$ cat src/rtl/mano_sequencer_pkg.sv
// rtl/mano_sequencer_pkg.sv - shared types and constants for the Mano timing/sequence controller
package mano_sequencer_pkg;

    typedef enum logic [1:0] {
        IDLE = 2'd0,
        RUN  = 2'd1,
        HALT = 2'd2
    } seq_state_t;

    localparam int T0 = 0;
    localparam int T1 = 1;
    localparam int T2 = 2;
    localparam int T3 = 3;
    localparam int T4 = 4;
    localparam int T5 = 5;
    localparam int T6 = 6;
    localparam int T7 = 7;

    localparam logic [2:0] OP_AND = 3'd0;
    localparam logic [2:0] OP_ADD = 3'd1;
    localparam logic [2:0] OP_LDA = 3'd2;
    localparam logic [2:0] OP_STA = 3'd3;
    localparam logic [2:0] OP_BUN = 3'd4;
    localparam logic [2:0] OP_OR  = 3'd5;
    localparam logic [2:0] OP_ISZ = 3'd6;
    localparam logic [2:0] OP_REG = 3'd7;

    // Register-reference bit positions within B
    localparam int INC = 0;
    localparam int HLT = 1;
    localparam int CMA = 2;
    localparam int CLA = 3;

    function automatic logic [7:0] onehot8(input logic [2:0] idx);
        onehot8 = 8'b1 << idx;
    endfunction

endpackage

$ cat src/rtl/mano_sequencer_if.sv
// rtl/mano_sequencer_if.sv - control-unit <-> sequencer signal bundle
interface mano_sequencer_if #(parameter int CNT_W = 16);

    logic             run;
    logic             resume;
    logic [7:0]       bus_in;
    logic             ld_ir;
    logic             clr_sc;
    logic             mem_rd;
    logic             mem_ack;
    logic [7:0]       T;
    logic [7:0]       D;
    logic             I;
    logic [7:0]       B;
    logic             step_en;
    logic             halted;
    logic             seq_err;
    logic [CNT_W-1:0] instr_cnt;

    modport master (
        output run, resume, bus_in, ld_ir, clr_sc, mem_rd, mem_ack,
        input  T, D, I, B, step_en, halted, seq_err, instr_cnt
    );

    modport slave (
        input  run, resume, bus_in, ld_ir, clr_sc, mem_rd, mem_ack,
        output T, D, I, B, step_en, halted, seq_err, instr_cnt
    );

endinterface

$ cat src/rtl/mano_seq_decode.sv
// rtl/mano_seq_decode.sv - combinational IR decode into D/I/B plus the HLT instruction match
module mano_seq_decode
    import mano_sequencer_pkg::*;
(
    input  logic [7:0] ir,
    output logic [7:0] d,
    output logic       i,
    output logic [7:0] b,
    output logic       hlt_match
);

    assign d = onehot8(ir[6:4]);
    assign i = ir[7];
    assign b = {4'b0000, ir[3:0]};

    // Timing and step qualification are applied by the sequencer
    assign hlt_match = d[OP_REG] & ~i & b[HLT];

endmodule

$ cat src/rtl/mano_sequencer.sv
// rtl/mano_sequencer.sv - timing/sequence controller: IR, one-hot T, run/halt, memory stall and timeout
module mano_sequencer
    import mano_sequencer_pkg::*;
#(
    parameter int CNT_W    = 16,
    parameter int MAX_WAIT = 15
) (
    input  logic             clk,
    input  logic             reset,
    mano_sequencer_if.slave  bus
);

    localparam logic [7:0] WAIT_LAST = 8'(MAX_WAIT - 1);

    seq_state_t       state, state_n;
    logic [2:0]       sc, sc_n;
    logic [7:0]       ir;
    logic [7:0]       wait_cnt;
    logic             seq_err;
    logic [CNT_W-1:0] instr_cnt;

    logic [7:0] t_vec, d_vec, b_vec;
    logic       i_bit, hlt_match;
    logic       stall, step_en, timeout, halt_hit;
    logic       err_set, cnt_inc;

    mano_seq_decode u_decode (
        .ir        (ir),
        .d         (d_vec),
        .i         (i_bit),
        .b         (b_vec),
        .hlt_match (hlt_match)
    );

    // T depends only on registered state, keeping mem_ack off the timing path
    always_comb begin
        t_vec    = (state == RUN) ? onehot8(sc) : 8'h00;
        stall    = (state == RUN) & bus.mem_rd & ~bus.mem_ack;
        step_en  = (state == RUN) & ~stall;
        timeout  = stall & (wait_cnt == WAIT_LAST);
        halt_hit = t_vec[T3] & hlt_match & step_en;
    end

    always_comb begin
        state_n = state;
        sc_n    = sc;
        err_set = 1'b0;
        cnt_inc = 1'b0;
        case (state)
            IDLE: begin
                if (bus.run) begin
                    state_n = RUN;
                    sc_n    = 3'd0;
                end
            end
            RUN: begin
                if (timeout) begin
                    state_n = HALT;
                    err_set = 1'b1;
                end else if (step_en) begin
                    if (halt_hit) begin
                        state_n = HALT;
                        sc_n    = 3'd0;
                        cnt_inc = 1'b1;
                    end else if (bus.clr_sc) begin
                        sc_n    = 3'd0;
                        cnt_inc = 1'b1;
                        if (!bus.run) begin
                            state_n = IDLE;
                        end
                    end else begin
                        sc_n    = sc + 3'd1;
                        err_set = (sc == 3'd7);
                    end
                end
            end
            HALT: begin
                if (bus.resume) begin
                    state_n = RUN;
                    sc_n    = 3'd0;
                end
            end
            default: begin
                state_n = IDLE;
                sc_n    = 3'd0;
            end
        endcase
    end

    always_ff @(posedge clk or posedge reset) begin
        if (reset) begin
            state     <= IDLE;
            sc        <= 3'd0;
            ir        <= 8'h00;
            wait_cnt  <= 8'd0;
            seq_err   <= 1'b0;
            instr_cnt <= '0;
        end else begin
            state    <= state_n;
            sc       <= sc_n;
            wait_cnt <= stall ? wait_cnt + 8'd1 : 8'd0;
            if (bus.ld_ir & step_en) begin
                ir <= bus.bus_in;
            end
            if (err_set) begin
                seq_err <= 1'b1;
            end
            if (cnt_inc) begin
                instr_cnt <= instr_cnt + CNT_W'(1);
            end
        end
    end

    assign bus.T         = t_vec;
    assign bus.D         = d_vec;
    assign bus.I         = i_bit;
    assign bus.B         = b_vec;
    assign bus.step_en   = step_en;
    assign bus.halted    = (state == HALT);
    assign bus.seq_err   = seq_err;
    assign bus.instr_cnt = instr_cnt;

endmodule

$ cat src/flat_wrapper.sv
// flat-port wrapper written by rule: the top's interface ports become plain ports
module mano_sequencer_flat import mano_sequencer_pkg::*;
#(
    parameter int CNT_W    = 16,
    parameter int MAX_WAIT = 15
)
  (clk, reset, bus_run, bus_resume, bus_bus_in, bus_ld_ir, bus_clr_sc, bus_mem_rd, bus_mem_ack, bus_T, bus_D, bus_I, bus_B, bus_step_en, bus_halted, bus_seq_err, bus_instr_cnt);
  mano_sequencer_if #(.CNT_W(CNT_W)) bus_i ();
  input  logic clk;
  input  logic reset;
  input wire logic [$bits(bus_i.run)-1:0] bus_run;
  input wire logic [$bits(bus_i.resume)-1:0] bus_resume;
  input wire logic [$bits(bus_i.bus_in)-1:0] bus_bus_in;
  input wire logic [$bits(bus_i.ld_ir)-1:0] bus_ld_ir;
  input wire logic [$bits(bus_i.clr_sc)-1:0] bus_clr_sc;
  input wire logic [$bits(bus_i.mem_rd)-1:0] bus_mem_rd;
  input wire logic [$bits(bus_i.mem_ack)-1:0] bus_mem_ack;
  output wire logic [$bits(bus_i.T)-1:0] bus_T;
  output wire logic [$bits(bus_i.D)-1:0] bus_D;
  output wire logic [$bits(bus_i.I)-1:0] bus_I;
  output wire logic [$bits(bus_i.B)-1:0] bus_B;
  output wire logic [$bits(bus_i.step_en)-1:0] bus_step_en;
  output wire logic [$bits(bus_i.halted)-1:0] bus_halted;
  output wire logic [$bits(bus_i.seq_err)-1:0] bus_seq_err;
  output wire logic [$bits(bus_i.instr_cnt)-1:0] bus_instr_cnt;
  assign bus_i.run = bus_run;
  assign bus_i.resume = bus_resume;
  assign bus_i.bus_in = bus_bus_in;
  assign bus_i.ld_ir = bus_ld_ir;
  assign bus_i.clr_sc = bus_clr_sc;
  assign bus_i.mem_rd = bus_mem_rd;
  assign bus_i.mem_ack = bus_mem_ack;
  assign bus_T = bus_i.T;
  assign bus_D = bus_i.D;
  assign bus_I = bus_i.I;
  assign bus_B = bus_i.B;
  assign bus_step_en = bus_i.step_en;
  assign bus_halted = bus_i.halted;
  assign bus_seq_err = bus_i.seq_err;
  assign bus_instr_cnt = bus_i.instr_cnt;
  mano_sequencer #(.CNT_W(CNT_W), .MAX_WAIT(MAX_WAIT)) u_core (.clk(clk), .reset(reset), .bus(bus_i));
endmodule
$ cat config.mk
export PLATFORM = sky130hd
export DESIGN_NAME = mano_sequencer_flat
export DESIGN_NICKNAME = d
export VERILOG_FILES = /design/src/rtl/mano_sequencer_pkg.sv /design/src/rtl/mano_sequencer_if.sv /design/src/rtl/mano_seq_decode.sv /design/src/rtl/mano_sequencer.sv /design/src/flat_wrapper.sv
export SDC_FILE = /design/constraint.sdc
export NUM_CORES = 1
export LEC_CHECK = 0
export BUFFER_PORTS_ARGS = -buffer_cell sky130_fd_sc_hd__clkbuf_2
export CAP_MARGIN = 20
export CORE_MARGIN = 5
export CORE_UTILIZATION = 51
export CTS_CLUSTER_DIAMETER = 50
export DETAILED_ROUTE_END_ITERATION = 16
export PLACE_DENSITY = 0.83
export REMOVE_ABC_BUFFERS = 1
export SLEW_MARGIN = 10
export SYNTH_ARGS = -nofsm -noshare
export SYNTH_HDL_FRONTEND = slang
export SYNTH_SLANG_ARGS = --single-unit
$ cat constraint.sdc
create_clock -name clk -period 2.3 [get_ports clk]
set_input_delay 0.23 -clock clk [delete_from_list [all_inputs] [get_ports clk]]
set_output_delay 0.23 -clock clk [all_outputs]
set_load 0.05 [all_outputs]
* Yosys cells after proc, flatten, opt, wreduce, memory -nomap -nowiden
Index checks and enable logic that the tools add are counted. W data, S select, Z words.
Operators by class: $add $sub $neg 3, $mul 0, divide/modulo/power cells 0, magnitude comparators 0, equality and inequality tests 11, shift operators 2, muxes and demuxes 27, bitwise logic cells 12, reduce and logical (&&, ||, !) cells 3
Operators by type and width (count):
- $mux W3 | 6
- $add A16 B1 Y16 const B | 1
- $mux W8 | 2
- $shl A1 B3 Y8 const A | 2
- $mux W2 | 7
- $mux W1 | 10
- $and A1 B1 Y1 | 9
- $pmux W3 S3 | 1
- $add A8 B1 Y8 const B | 1
- $eq A8 B4 Y1 const B | 1
- $ne A4 B2 Y1 const B | 2
- $ne A2 B2 Y1 const B | 3
- $pmux W2 S3 | 1
- $reduce_and A5 Y1 | 1
- $reduce_and A4 Y1 | 1
- $add A3 B1 Y3 const B | 1
- $eq A3 B3 Y1 const B | 1
- $ne A3 B1 Y1 const B | 1
- $not A1 Y1 | 3
- $eq A2 B1 Y1 const B | 1
- $eq A2 B2 Y1 const B | 1
- $logic_not A2 Y1 | 1
- $ne A2 B1 Y1 const B | 1
Storage, ports and cells: bits in registers 38, latch bits 0, RAM bits 0, bits in read-only memories 0, input bits 16, output and inout bits 44, logic and storage cells 64, memories 0

* Depth between registers and ports, before layout
depth in word-level cells 10, depth in mapped cells 6, depth with buffers taken out 5

* Cells and area by module
Synthesis repeated with hierarchy kept, for this count alone.
Second synthesis, totals: cells, all modules 191, area, all modules 2024.4 µm²
Modules (own cells, without submodules):
- mano_sequencer | instances 1, cells each 171, area each 1881.8 µm², seq. area each 950.9 µm²
- mano_seq_decode | instances 1, cells each 20, area each 142.6 µm², seq. area each 0.0 µm²

* Worst setup path before layout
No wires, ideal clock.
path type reg-to-output, start register u_core.ir[6], end output bus_D[1], arrival 1.610 ns, data required time 2.070 ns, slack 0.460 ns, cell stages (with the launch flop) 2, buffers on the path 0, path through dfrtp_1 nor3b_1
Between the ends: word-level cells in the longest chain between the ends 1
RTL lines:
- start: declaration | RTL line mano_sequencer.sv:17 | logic [7:0] ir;
- start signal: assignment | RTL line mano_sequencer.sv:103 | ir <= bus.bus_in;
- $shl A1 B3 Y8 | RTL line mano_sequencer_pkg.sv:35 | onehot8 = 8'b1 << idx;
- end: declaration | RTL line flat_wrapper.sv:19 | output wire logic [$bits(bus_i.D)-1:0] bus_D;
No other way between the ends.

* Final worst setup path
start register u_core.state[1], end output bus_step_en
Between the ends: word-level cells in the longest chain between the ends 5
RTL lines:
- start: declaration | RTL line mano_sequencer.sv:15 | seq_state_t state, state_n;
- start signal: assignment | RTL line mano_sequencer.sv:99 | state <= state_n;
- $eq A2 B1 Y1 * | RTL line mano_sequencer.sv:38, mano_sequencer.sv:39
- $and A1 B1 Y1 (2 in series) | RTL line mano_sequencer.sv:38 | stall = (state == RUN) & bus.mem_rd & ~bus.mem_ack;
- $not A1 Y1 | RTL line mano_sequencer.sv:39 | step_en = (state == RUN) & ~stall;
- $and A1 B1 Y1 * | RTL line mano_sequencer.sv:39
- end: declaration | RTL line flat_wrapper.sv:22 | output wire logic [$bits(bus_i.step_en)-1:0] bus_step_en;
Every way passes the cells marked *; elsewhere a longest branch is shown, timed or not.

==> flow_metrics.py <==
metrics = {
    "power": {
        "ir_drop_mv": 0.760,
        "p_per_area_nw_per_um2": 1100,
        "leakagePower_uw": 0.00130,
    },
    "final_layout": {
        "final_cell_area_um2": 2500,
        "finalCoreUtilization_pct": 62.9,
        "nets": 268,
        "diodes": 0,
        "area_growth_pct": 20.8,
        "drive_gt1_share_pct": 36.9,
        "nFillCells": 344,
    },
    "placement": {
        "io_buffer_count": 55,
        "placed_area_um2": 2360,
        "place_ws_ns": 0.332,
        "place_congestion": 0.756,
        "place_hpwl_mm": 3.13,
    },
    "yosys": {
        "yosysTopAreaCell": "dfrtp_1",
        "synth.distinct_cells": 41,
        "synth-edff-count": 0,
        "syn_inst": 186,
        "async_flop_share_pct": 100,
        "yosys-top-cells-area": "dfrtp_1, xor2_1, ha_1",
        "synthFlopType": "dfrtp_1",
        "yosysSeqAreaShare_pct": 46.0,
        "synth.avg_cell_area_um2": 11.1,
        "ys.warnings.count": 0,
        "ys_seq_elements": 38,
        "syn_area_um2": 2070,
        "synth_top_area_share_pct": 46.0,
        "yosysMostFrequentCell": "dfrtp_1",
        "synthTopCellsByCount": "dfrtp_1, xor2_1, mux2_2, nor2_1",
    },
    "global_route": {
        "grt_use_total_pct": 17.3,
        "grt_pass1_wl_mm": 7.11,
        "overflow": 0,
        "antenna_found_initial": 0,
        "grt_pass1_vias": 1490,
        "grt_max_degree": 39,
    },
    "floorplan": {
        "row_count": 23,
        "die_h_um": 73.7,
        "die_x_um": 73.7,
        "start_util_pct": 52.0,
        "coreArea_um2": 3970,
        "ioPinCount": 60,
        "die-area_um2": 5430,
    },
    "route": {
        "ant_nets": 0,
        "drt_iter0_drc": 56,
        "drc": 0,
        "wire_per_inst_um": 14.0,
        "totalWireLength_mm": 4.13,
        "vias": 1558,
        "post_drt_via_cell_ratio": 5.30,
        "drt-pass1-iter-count": 4,
    },
    "worst_setup_path": {
        "end_kind": "primary output",
        "cp-start-kind": "flip-flop",
        "critical_path_required_ns": 2.07,
        "cp_data_arrival_time_ns": 1.85,
        "path_max_fanout": 11,
        "path_class": "flip-flop to primary output",
    },
    "clock_tree": {
        "insertion_delay_ns": 0.29,
        "cts_root_buf": "clkbuf_8",
        "cts_resized": 0,
        "tritoncts": "done",
        "clk_path_buf_depth": 2,
        "path_clk_slew_ns": 0.08,
        "postCtsHoldBufs": 0,
        "cts-htree-levels": 2,
        "cts_setup_buffers": 0,
        "cts.sinks": 38,
        "cts_buffers": 5,
    },
    "timing": {
        "maxClockFrequency_mhz": 481,
        "fin_tns_setup_ns": 0,
        "hold_ws_ns": 0.00832,
        "setup_viol": 0,
        "fin_crit_sh_pct": 90.5,
        "skew_ns": 0.00657,
        "slew_headroom_pct": 63.6,
        "finalHoldViolCount": 0,
        "report.final.slew_viol_count": 0,
        "tightest_slew_ns": 0.538,
        "rsz0062_at_grt": "false",
        "finalCriticalPeriod_ns": 2.08,
        "fin_ws_ns": 0.219,
    },
    "min_path": {
        "hp-class": "primary input to async pin",
    },
    "run": {
        "cap_violations": 0,
    },
    "status": {
        "status": "complete, no violations",
    },
}
## registers in the layout, summed over array words and instances (netlist names)
name,flops
u_core.bus.instr_cnt,16
u_core.ir,8
u_core.wait_cnt,8
u_core.sc,3
u_core.state,2
u_core.bus.seq_err,1
## final timing paths
check	startpoint	end	slack, ns	cells after the start
max reg2reg	u_core.sc[0]	u_core.bus.instr_cnt[7]	0.29	6
max in group asynchronous	reset	u_core.wait_cnt[4]	1.97	3
min reg2reg	u_core.bus.instr_cnt[15]	u_core.bus.instr_cnt[15]	0.48	1
min in group clk	bus_bus_in[6]	u_core.ir[6]	0.16	2
min	reset	u_core.ir[0]	0.008	3
max	u_core.state[1]	bus_step_en	0.22	4
## per-layer routing
metal / GRT usage, % / share of wire, % / vias up
met5: 0 / 0 / -
met4: 6.64 / 1.5 / 0
met3: 4.65 / 7.8 / 6
met2: 26.4 / 46 / 54
met1: 23.5 / 45 / 743
li1: - / - / 755
## cell usage in the layout, fill, tap and decap left out, drive strengths merged, types with 6 or more instances in the layout
| master | count |
|---|---|
| inv | 8 |
| nand2 | 11 |
| nor2 | 10 |
| and3 | 9 |
| ha | 9 |
| nor3 | 6 |
| xor2 | 19 |
| nand3 | 6 |
| dfrtp | 38 |
| mux2 | 10 |
| clkbuf | 60 |
| nand4 | 6 |
| nor3b | 7 |
## critical path, cell delays in order (launching register included)
cell and delay (ns):
dfrtp_1 0.42, and2b_1 0.39, nand2_2 0.25, inv_1 0.20, clkbuf_2 0.31
## cell families (layout without fill, tap and decap cells)
family | after synthesis | after routing | share of synthesized area (%)
buf+inv | 19 | 74 | 5.33
compound gates | 11 | 11 | 4.54
mux | 10 | 10 | 5.45
flops | 38 | 38 | 46.0
xor+xnor | 20 | 20 | 8.47
simple gates | 78 | 78 | 24.6
other cells | 1 | 4 | 0.181
fa+ha+maj | 9 | 9 | 5.45
## where the power goes
group | internal [µW] | switching (µW)
clock network | 434 | 237
registers | 794 | 161
logic | 295 | 818
total | 1520 | 1220
## cell type report
| type | count | area [µm²] | share of cell area (%) |
|---|---|---|---|
| clock buffers | 5 | 68.8 | 2.76 |
| well taps | 50 | 62.6 | 2.51 |
| multi-input cells | 132 | 1020 | 40.8 |
| inverters | 8 | 30.0 | 1.20 |
| clock inverters | 3 | 68.8 | 2.76 |
| flip-flops and latches | 38 | 951 | 38.1 |
| repair buffers | 58 | 298 | 11.9 |
## through the flow
step / std cells / power (µW)
after CTS: 294 / 2760
after floorplan: 178 / 1810
after global routing: 294 / 2890
after detailed placement: 286 / 2090
after global placement: 286 / 2060
final: 294 / 2740
No activity file was read; power rests on OpenSTA's default activity.
